## src/rtl/decode_pkg.sv

```systemverilog
// RV32I decode definitions: opcodes, class bit indices, decoded payload and the decode function.
// Build macro DECODE_M_EXT_EN makes OP with funct7=0x01 (M extension) legal.
package decode_pkg;

    localparam int unsigned CLASS_WIDTH = 11;

    localparam logic [6:0] OPC_OP       = 7'h33;
    localparam logic [6:0] OPC_OP_IMM   = 7'h13;
    localparam logic [6:0] OPC_LOAD     = 7'h03;
    localparam logic [6:0] OPC_STORE    = 7'h23;
    localparam logic [6:0] OPC_BRANCH   = 7'h63;
    localparam logic [6:0] OPC_JAL      = 7'h6F;
    localparam logic [6:0] OPC_JALR     = 7'h67;
    localparam logic [6:0] OPC_LUI      = 7'h37;
    localparam logic [6:0] OPC_AUIPC    = 7'h17;
    localparam logic [6:0] OPC_SYSTEM   = 7'h73;
    localparam logic [6:0] OPC_MISC_MEM = 7'h0F;

    typedef enum logic [3:0] {
        CLS_REG_ARITH, CLS_IMM_ARITH, CLS_LOAD, CLS_STORE, CLS_BRANCH, CLS_IMM_JUMP,
        CLS_REG_JUMP, CLS_LOAD_UPPER, CLS_LOAD_UPPER_PC, CLS_ENV, CLS_FENCE
    } instr_class_e;

    typedef struct packed {
        logic [CLASS_WIDTH-1:0] cls;
        logic                   illegal;
        logic [31:0]            imm;
        logic                   imm_valid;
        logic [4:0]             rs1;
        logic [4:0]             rs2;
        logic [4:0]             rd;
        logic                   rs1_valid;
        logic                   rs2_valid;
        logic                   rd_valid;
        logic [2:0]             funct3;
        logic                   funct3_valid;
        logic [6:0]             funct7;
        logic                   funct7_valid;
    } decoded_t;

    function automatic decoded_t decode_instr(input logic [31:0] instr);
        decoded_t               d;
        logic [6:0]             opc;
        logic [2:0]             f3;
        logic [6:0]             f7;
        logic                   legal;
        logic                   shift;
        logic                   fmt_r, fmt_i, fmt_s, fmt_b, fmt_u, fmt_j;
        logic [CLASS_WIDTH-1:0] cls;

        opc   = instr[6:0];
        f3    = instr[14:12];
        f7    = instr[31:25];
        shift = (f3 == 3'd1) || (f3 == 3'd5);
        cls   = '0;
        legal = 1'b1;

        case (opc)
            OPC_OP: begin
                cls[CLS_REG_ARITH] = 1'b1;
                legal = (f7 == 7'h00) || ((f7 == 7'h20) && ((f3 == 3'd0) || (f3 == 3'd5)));
`ifdef DECODE_M_EXT_EN
                if (f7 == 7'h01) legal = 1'b1;
`endif
            end
            OPC_OP_IMM: begin
                cls[CLS_IMM_ARITH] = 1'b1;
                legal = !shift || (f7 == 7'h00) || ((f7 == 7'h20) && (f3 == 3'd5));
            end
            OPC_LOAD: begin
                cls[CLS_LOAD] = 1'b1;
                legal = (f3 != 3'd3) && (f3 < 3'd6);
            end
            OPC_STORE: begin
                cls[CLS_STORE] = 1'b1;
                legal = (f3 <= 3'd2);
            end
            OPC_BRANCH: begin
                cls[CLS_BRANCH] = 1'b1;
                legal = (f3 != 3'd2) && (f3 != 3'd3);
            end
            OPC_JAL:      cls[CLS_IMM_JUMP]      = 1'b1;
            OPC_JALR: begin
                cls[CLS_REG_JUMP] = 1'b1;
                legal = (f3 == 3'd0);
            end
            OPC_LUI:      cls[CLS_LOAD_UPPER]    = 1'b1;
            OPC_AUIPC:    cls[CLS_LOAD_UPPER_PC] = 1'b1;
            OPC_SYSTEM: begin
                cls[CLS_ENV] = 1'b1;
                legal = (instr == 32'h0000_0073) || (instr == 32'h0010_0073);
            end
            OPC_MISC_MEM: cls[CLS_FENCE]         = 1'b1;
            default:      legal                  = 1'b0;
        endcase
        legal = legal && (instr[1:0] == 2'b11);

        fmt_r = cls[CLS_REG_ARITH];
        fmt_i = cls[CLS_IMM_ARITH] | cls[CLS_LOAD] | cls[CLS_REG_JUMP] | cls[CLS_ENV] | cls[CLS_FENCE];
        fmt_s = cls[CLS_STORE];
        fmt_b = cls[CLS_BRANCH];
        fmt_u = cls[CLS_LOAD_UPPER] | cls[CLS_LOAD_UPPER_PC];
        fmt_j = cls[CLS_IMM_JUMP];

        d         = '0;
        d.cls     = legal ? cls : '0;
        d.illegal = !legal;
        d.rs1     = instr[19:15];
        d.rs2     = instr[24:20];
        d.rd      = instr[11:7];
        d.funct3  = f3;
        // Non-shift OP-IMM has no funct7 field; report zero so consumers can match on it
        d.funct7  = (legal && cls[CLS_IMM_ARITH] && !shift) ? 7'h00 : f7;

        if (!legal)     d.imm = '0;
        else if (fmt_i) d.imm = {{20{instr[31]}}, instr[31:20]};
        else if (fmt_s) d.imm = {{20{instr[31]}}, instr[31:25], instr[11:7]};
        else if (fmt_b) d.imm = {{19{instr[31]}}, instr[31], instr[7], instr[30:25], instr[11:8], 1'b0};
        else if (fmt_u) d.imm = {instr[31:12], 12'h000};
        else if (fmt_j) d.imm = {{11{instr[31]}}, instr[31], instr[19:12], instr[20], instr[30:21], 1'b0};
        else            d.imm = '0;

        d.imm_valid    = legal && !fmt_r;
        d.rs1_valid    = legal && (fmt_r | fmt_i | fmt_s | fmt_b);
        d.rs2_valid    = legal && (fmt_r | fmt_s | fmt_b);
        d.rd_valid     = legal && (d.rd != 5'd0) &&
                         (fmt_r | cls[CLS_IMM_ARITH] | cls[CLS_LOAD] | cls[CLS_REG_JUMP] | fmt_u | fmt_j);
        d.funct3_valid = legal && (fmt_r | fmt_i | fmt_s | fmt_b);
        d.funct7_valid = legal && (cls[CLS_REG_ARITH] | cls[CLS_IMM_ARITH]);
        return d;
    endfunction

endpackage

```

## src/rtl/skid_buffer.sv

```systemverilog
// Two-entry valid/ready pipeline register: an output register plus one skid entry.
// in_ready comes straight from the skid-entry state; flush empties both entries.
module skid_buffer #(
    parameter int unsigned WIDTH = 8
) (
    input  logic             clk,
    input  logic             rst,
    input  logic             flush,
    input  logic             in_valid,
    output logic             in_ready,
    input  logic [WIDTH-1:0] in_data,
    output logic             out_valid,
    input  logic             out_ready,
    output logic [WIDTH-1:0] out_data
);

    logic             out_valid_nxt;
    logic [WIDTH-1:0] out_data_nxt;
    logic             skid_valid;
    logic             skid_valid_nxt;
    logic [WIDTH-1:0] skid_data;
    logic [WIDTH-1:0] skid_data_nxt;
    logic             in_fire;
    logic             out_free;

    // Next-state: skid entry drains first, so order is preserved
    always_comb begin
        out_valid_nxt  = out_valid;
        out_data_nxt   = out_data;
        skid_valid_nxt = skid_valid;
        skid_data_nxt  = skid_data;
        in_fire        = in_valid && !skid_valid;
        out_free       = !out_valid || out_ready;

        if (flush) begin
            out_valid_nxt  = 1'b0;
            skid_valid_nxt = 1'b0;
        end else if (out_free) begin
            if (skid_valid) begin
                out_valid_nxt  = 1'b1;
                out_data_nxt   = skid_data;
                skid_valid_nxt = 1'b0;
            end else begin
                out_valid_nxt = in_fire;
                if (in_fire) out_data_nxt = in_data;
            end
        end else if (in_fire) begin
            skid_valid_nxt = 1'b1;
            skid_data_nxt  = in_data;
        end
    end

    always_ff @(posedge clk) begin
        if (!rst) begin
            out_valid  <= 1'b0;
            out_data   <= '0;
            skid_valid <= 1'b0;
            skid_data  <= '0;
        end else begin
            out_valid  <= out_valid_nxt;
            out_data   <= out_data_nxt;
            skid_valid <= skid_valid_nxt;
            skid_data  <= skid_data_nxt;
        end
    end

    assign in_ready = !skid_valid;

endmodule

```

## src/rtl/decode_stage.sv

```systemverilog
// RV32I decode pipeline stage: combinational decode feeding a two-entry skid buffer.
// Build macro DECODE_M_EXT_EN (in decode_pkg) enables the M-extension funct7 on OP.
module decode_stage
    import decode_pkg::*;
#(
    parameter int unsigned PC_WIDTH  = 32,
    parameter int unsigned TAG_WIDTH = 4
) (
    input  logic                   clk,
    input  logic                   rst,
    input  logic                   flush,
    input  logic [31:0]            in_instr,
    input  logic [PC_WIDTH-1:0]    in_pc,
    input  logic [TAG_WIDTH-1:0]   in_tag,
    input  logic                   in_valid,
    output logic                   in_ready,
    output logic                   out_valid,
    input  logic                   out_ready,
    output logic [CLASS_WIDTH-1:0] out_class,
    output logic                   out_illegal,
    output logic [31:0]            out_imm,
    output logic                   out_imm_valid,
    output logic [4:0]             out_rs1,
    output logic [4:0]             out_rs2,
    output logic [4:0]             out_rd,
    output logic                   out_rs1_valid,
    output logic                   out_rs2_valid,
    output logic                   out_rd_valid,
    output logic [2:0]             out_funct3,
    output logic                   out_funct3_valid,
    output logic [6:0]             out_funct7,
    output logic                   out_funct7_valid,
    output logic [PC_WIDTH-1:0]    out_pc,
    output logic [TAG_WIDTH-1:0]   out_tag
);

    localparam int unsigned PAYLOAD_WIDTH = $bits(decoded_t) + PC_WIDTH + TAG_WIDTH;

    decoded_t                 dec_in;
    decoded_t                 dec_out;
    logic [PAYLOAD_WIDTH-1:0] payload_out;

    assign dec_in = decode_instr(in_instr);

    skid_buffer #(.WIDTH(PAYLOAD_WIDTH)) u_skid (
        .clk       (clk),
        .rst       (rst),
        .flush     (flush),
        .in_valid  (in_valid),
        .in_ready  (in_ready),
        .in_data   ({dec_in, in_pc, in_tag}),
        .out_valid (out_valid),
        .out_ready (out_ready),
        .out_data  (payload_out)
    );

    assign {dec_out, out_pc, out_tag} = payload_out;

    assign out_class        = dec_out.cls;
    assign out_illegal      = dec_out.illegal;
    assign out_imm          = dec_out.imm;
    assign out_imm_valid    = dec_out.imm_valid;
    assign out_rs1          = dec_out.rs1;
    assign out_rs2          = dec_out.rs2;
    assign out_rd           = dec_out.rd;
    assign out_rs1_valid    = dec_out.rs1_valid;
    assign out_rs2_valid    = dec_out.rs2_valid;
    assign out_rd_valid     = dec_out.rd_valid;
    assign out_funct3       = dec_out.funct3;
    assign out_funct3_valid = dec_out.funct3_valid;
    assign out_funct7       = dec_out.funct7;
    assign out_funct7_valid = dec_out.funct7_valid;

endmodule

```

## config.mk

```make
export PLATFORM = sky130hd
export DESIGN_NAME = decode_stage
export DESIGN_NICKNAME = d
export VERILOG_FILES = /design/src/rtl/decode_pkg.sv /design/src/rtl/skid_buffer.sv /design/src/rtl/decode_stage.sv
export SDC_FILE = /design/constraint.sdc
export NUM_CORES = 1
export LEC_CHECK = 0
export CORE_MARGIN = 2
export CORE_UTILIZATION = 30
export CTS_CLUSTER_SIZE = 40
export DETAILED_ROUTE_END_ITERATION = 16
export PLACE_DENSITY = 0.62
export SLEW_MARGIN = 20
export SYNTH_ARGS = -nofsm -noshare
export SYNTH_HDL_FRONTEND = slang
export SYNTH_SLANG_ARGS = --single-unit
```

## constraint.sdc

```tcl
create_clock -name clk -period 3.1 [get_ports clk]
set_input_delay 0.465 -clock clk [delete_from_list [all_inputs] [get_ports clk]]
set_output_delay 0.465 -clock clk [all_outputs]
set_load 0.1 [all_outputs]
```

# Word-level counts from Yosys, hierarchy flattened
# Index checks and enable logic that the tools add are counted.
# totals
wordCells,101
register_bits,224
output_inout_bits,113
inputBits,73
# classes
bitwise_logic,18
magnitude_cmp,2
eq_ne,19
n_reduce_logical,35
muxes,23
# op_table
cell,n
111-bit 2-to-1 mux,2
32-bit 2-to-1 mux,6
"32-bit by 21-bit equality test with 1-bit output, second input constant",1
"32-bit by 7-bit equality test with 1-bit output, second input constant",1
"7-bit by 6-bit equality test with 1-bit output, second input constant",4
"7-bit equality test, second input constant",4
1-bit bitwise OR,15
"7-bit by 5-bit equality test with 1-bit output, second input constant",2
1-bit logical AND,14
1-bit 2-to-1 mux,12
11-bit 2-to-1 mux,1
1-bit case mux with 8 select lines,1
"7-bit by 2-bit equality test with 1-bit output, second input constant",1
"7-bit by 4-bit equality test with 1-bit output, second input constant",1
7-bit logical NOT,1
1-bit logical OR,7
7-bit 2-to-1 mux,1
"3-bit by 2-bit inequality test with 1-bit output, second input constant",2
3-bit AND reduction,2
1-bit logical NOT,5
5-bit nonzero test,1
4-bit OR reduction,1
"3-bit by 1-bit equality test with 1-bit output, second input constant",1
"3-bit equality test, second input constant",1
8 further kinds,10

# Depth between registers and ports, before layout
# logic_depth
depth_word,12
ltp_mapped,9
ltp_nobuf,6

# By module
# A second synthesis with hierarchy kept.
# hier_totals
cells_unflattened,1191
area_unflattened_um2,11010.6
# modules_own_cells
module,area_per_inst_um2,cells_each,n_inst,seq_area_each_um2
skid_buffer,9848.2,998,1,4484.3
decode_stage,1162.4,193,1,0.0

# Least setup slack after synthesis
# OpenSTA, ideal clock, no wires.
# synth_path
path_type,input to register
startpoint,in in_instr[31]
endpoint,reg u_skid.out_data[76]
required_time_ps,3026
setup_ps,74
arrival_ps,2470
cell_stages,7
path_buffers,1
setup_slack_ps,556
cell_sequence,or4_4 -> or3_1 -> or4_4 -> a41oi_4 -> buf_6 -> nand4_1 -> a31oi_1
# synth_between
elab_chain_cells,8
word_cells_on_any_way,15
cone_classes,eq/ne (3); mux (4); reduce/logical (8)
# synth_rtl
item,line,text
from (decl),decode_stage.sv:12,"input logic [31:0] in_instr,"
branches (longest 3 deep; another with 32-bit by 7-bit equality test with 1-bit output),--,
1-bit case mux with 8 select lines *,decode_pkg.sv:58,case (opc)
1-bit logical AND *,decode_pkg.sv:96,legal = legal && (instr[1:0] == 2'b11);
32-bit 2-to-1 mux *,decode_pkg.sv:115,if (!legal) d.imm = '0;
111-bit 2-to-1 mux *,skid_buffer.sv:45,if (in_fire) out_data_nxt = in_data;
111-bit 2-to-1 mux *,skid_buffer.sv:39,if (skid_valid) begin
to (signal assigned),skid_buffer.sv:61,out_data <= out_data_nxt;
to (decl),skid_buffer.sv:14,output logic [WIDTH-1:0] out_data
# Every way passes the cells marked *. The select of a mux whose other input is x is not followed.
# A chain may end at the register's enable or synchronous reset.

# Final worst setup path
# layout_path
startpoint,in in_instr[6]
endpoint,reg u_skid.skid_data[91]
# layout_between
elab_chain_cells,8
word_cells_on_any_way,38
cone_classes,eq/ne (13); mux (17); bitwise (5); reduce/logical (3)
# layout_rtl
item,line,text
"7-bit equality test, or another cell as far along",decode_pkg.sv:58,
1-bit 2-to-1 mux,decode_pkg.sv:58,
"32-bit 2-to-1 mux, or another cell as far along",decode_pkg.sv:120,"else if (fmt_j) d.imm = {{11{instr[31]}}, instr[31], instr[19:12], instr[20], instr[30:21], 1'b0};"
32-bit 2-to-1 mux / 1-bit bitwise OR (equally long branches),"decode_pkg.sv:119, decode_pkg.sv:99",
32-bit 2-to-1 mux / 1-bit bitwise OR (equally long branches),"decode_pkg.sv:118, decode_pkg.sv:99",
32-bit 2-to-1 mux / 1-bit bitwise OR (equally long branches),"decode_pkg.sv:117, decode_pkg.sv:99",
32-bit 2-to-1 mux,decode_pkg.sv:116,"else if (fmt_i) d.imm = {{20{instr[31]}}, instr[31:20]};"
32-bit 2-to-1 mux *,decode_pkg.sv:115,
to (signal assigned),skid_buffer.sv:63,skid_data <= skid_data_nxt;
to (decl),skid_buffer.sv:21,logic [WIDTH-1:0] skid_data;
# Every way passes the cells marked *; elsewhere a longest branch is shown, timed or not.

==> impl_metrics.csv <==
group,metric,value,unit
logic_synthesis,async_reset_ff_share,0,%
sta,fin_skew,0.0191,ns
placed_design,gp_congestion,0.895,
routing,vias,9386,
sta,fmax,0.357,GHz
global_routing,grt_pass1_wl,48400,um
floorplanning,coreArea,0.0316,mm^2
global_routing,gr-usage-all-layers,17.9,%
global_routing,grt_max_degree,134,
critical_path,worstPathArrival,3.19,ns
routing,viasPerCell,5.24,
logic_synthesis,syn_area_per_cell,8.09,um^2
cells_and_area,fin_cells,1791,
global_routing,grt_pass1_vias,8730,
critical_path,end_kind,"flop",
clocking,clock-sinks,222,
pwr,leakagePower,4.66,nW
cells_and_area,area.growth.synth_to_final,32.8,%
routing,wl_per_cell,17.5,um
clocking,clk_pin_slew,0.06,ns
critical_path,path_class,"input port to flop",
clocking,cts_setup_buffers,0,
logic_synthesis,seq_area_frac_synth,46.0,%
logic_synthesis,synth_edf_count,0,
floorplanning,pin_count,186,
cells_and_area,fin_nets,1445,
sta,slew_viol_final,0,
logic_synthesis,synth_area,0.00966,mm^2
logic_synthesis,synth_nets,1267,
critical_path,reg2reg_setup_slack,0.92,ns
clocking,htreeDepth,1,
critical_path,rr_worst_depth,5,
clocking,cts_buffer_depth,3,
critical_path,crit_path_max_fanout,13,
sta,hold_viol,0,
global_routing,antenna_found_initial,0,
floorplanning,die-width,183,um
pwr,worst_ir_drop_vdd,374,uV
clocking,cts_resized,0,
cells_and_area,finish.utilization,40.5,%
placed_design,place_inst,1747,
logic_synthesis,synth.top_cell.area_share,46.0,%
floorplanning,placementRows,65,
floorplanning,fp.dieH,183,um
clocking,cts_tree,"yes",
sta,rsz0062_at_grt,"no",
global_routing,overflow,0,
sta,post-route-period-util,90.4,%
placed_design,portBuffers,185,
critical_path,r2r-end,"u_skid.out_data[92]$_SDFFE_PN0P_",
clocking,cts-root-buf,"clkbuf_16",
placed_design,dpl_cell_area,0.0120,mm^2
status,status,"completed",
clocking,numCtsBuffers,25,
logic_synthesis,ys_top_cells_by_count,"222 x dfxtp_1, 185 x nand2_1, 143 x nor2_1, 128 x a21oi_1, 101 x clkbuf_1",
worst_hold_path,hold_class,"flop to flop",
logic_synthesis,synth.largest_area_cell,"dfxtp_1",
critical_path,startpoint_type,"input port",
floorplanning,dieArea,0.0337,mm^2
sta,setup_viol,0,
pwr,p_per_area,563,mW/mm^2
cells_and_area,final_area,0.0128,mm^2
sta,max_slew.worst_pin.slew,1.15,ns
logic_synthesis,ys_types,56,
flow_run,cap_viol_max_count,0,
cells_and_area,fill_cells,3194,
critical_path,startpoint,"in_instr[6]",
routing,first_pass_iters,5,
sta,min_period,2.80,ns
routing,first_iter_violations,725,
critical_path,reg2reg_from,"u_skid.out_valid$_SDFFE_PP0P_",
logic_synthesis,ys_ff_latch,222,
critical_path,crit_end,"u_skid.skid_data[91]$_SDFFE_PN0P_",
cells_and_area,antenna_cells,0,
logic_synthesis,yosys_warnings,0,
logic_synthesis,synth_most_common_cell,"dfxtp_1",
routing,ant_nets,0,
sta,setup_tns,0,ns
routing,drt-total-wl,31300,um
logic_synthesis,ys.flop_type,"dfxtp_1",
logic_synthesis,synth.top_cells.by_area,"dfxtp_1 46%, nand2_1 7.2%, a21oi_1 6.6%",
placed_design,dp_hpwl,21000,um
critical_path,crit_required,3.49,ns
routing,remaining_drc_errors,0,
sta,holdWs,0.449,ns
sta,slew_headroom,22.4,%
floorplanning,start_util,30.5,%
cells_and_area,drive_gt1_share,18.3,%
clocking,postCtsHoldBufs,0,
logic_synthesis,netlist_instances,1194,
clocking,insertion_delay,0.53,ns
[final cells by class]
cell class,instances,area [um^2],area share (%)
Timing Repair Buffer,264,2290,17.8
Clock inverter,7,70.1,0.546
Inverter,10,42.5,0.332
Tap cell,402,503,3.92
Multi-Input combinational cell,849,4750,37.0
Sequential cell,222,4450,34.7
Clock buffer,37,731,5.70
[cell families (layout without fill, tap and decap cells)]
group | after synthesis | in the layout | share of synthesized area, %
and+or+nand+nor | 456 | 456 | 21.0
AOI/OAI and AO/OA | 338 | 338 | 22.3
DFF | 222 | 222 | 46.0
buffers and inverters | 123 | 318 | 5.01
muxes | 54 | 54 | 5.61
xor gates and xnor gates | 1 | 1 | 0.0907
[cell usage in the layout, fill, tap and decap left out, drive strengths merged, types with 6 or more instances in the layout]
master	count
a21oi	128
and2	6
a31o	9
o21ai	62
a31oi	7
nand2b	9
o311ai	7
nor2	143
nand2	185
nor3	13
inv	11
nand4	12
o41ai	8
clkbuf	37
dfxtp	222
nand3	45
a211oi	58
a221oi	16
buf	192
clkdlybuf4s50	72
o211ai	9
mux2i	53
a32oi	13
[critical path, stage by stage]
cell and delay (ns):
clkdlybuf4s50_1 0.58, buf_4 0.22, nor2_1 0.08, buf_4 0.15, o21a_1 0.21, a211oi_1 0.83
o21ai_0 0.32, a32oi_1 0.29, nor2_1 0.05
[metal layers]
layer / GRT usage (%) / up-vias / part of all wire [%]
met2: 28.2 / 296 / 45
met3: 3.55 / 67 / 6.4
li1: - / 4607 / -
met1: 24.0 / 4416 / 45
met5: 0 / - / 0
met4: 6.88 / 0 / 3.5
[report_power, final]
group	total (mW)	internal (mW)	switching [mW]
clock network	2.91	1.71	1.20
registers	2.99	2.94	0.0489
logic	1.33	0.353	0.972
total	7.23	5.00	2.22
[through the flow]
stage	total power, mW	setup slack, ns
detailed placement	4.38	-0.194
finish	7.23	0.298
global route	7.49	0.101
floorplan	3.95	0.556
global placement	4.37	-0.189
CTS	7.30	0.341
[how the worst min path moves through the flow]
| stage | cells past startpoint | start | to | slack [ns] |
|---|---|---|---|---|
| 6_report | 2 | u_skid.skid_data[78]$_SDFFE_PN0P_ | u_skid.skid_data[78]$_SDFFE_PN0P_ | 0.45 |
| 5_1_grt | 2 | u_skid.skid_data[0]$_SDFFE_PN0P_ | u_skid.skid_data[0]$_SDFFE_PN0P_ | 0.47 |
| 4_1_cts | 2 | u_skid.skid_data[103]$_SDFFE_PN0P_ | u_skid.skid_data[103]$_SDFFE_PN0P_ | 0.45 |
| 3_5_place_dp | 2 | u_skid.skid_data[103]$_SDFFE_PN0P_ | u_skid.skid_data[103]$_SDFFE_PN0P_ | 0.44 |
| 3_3_place_gp | 2 | u_skid.skid_data[106]$_SDFFE_PN0P_ | u_skid.skid_data[106]$_SDFFE_PN0P_ | 0.43 |
| 2_1_floorplan | 2 | u_skid.skid_data[106]$_SDFFE_PN0P_ | u_skid.skid_data[106]$_SDFFE_PN0P_ | 0.43 |
[registers in the layout, indices dropped and copies added, names as in the netlist]
name               flops
u_skid.out_data      110
u_skid.skid_data     110
u_skid.out_valid       1
u_skid.skid_valid      1
(Power assumes the default switching activity.)
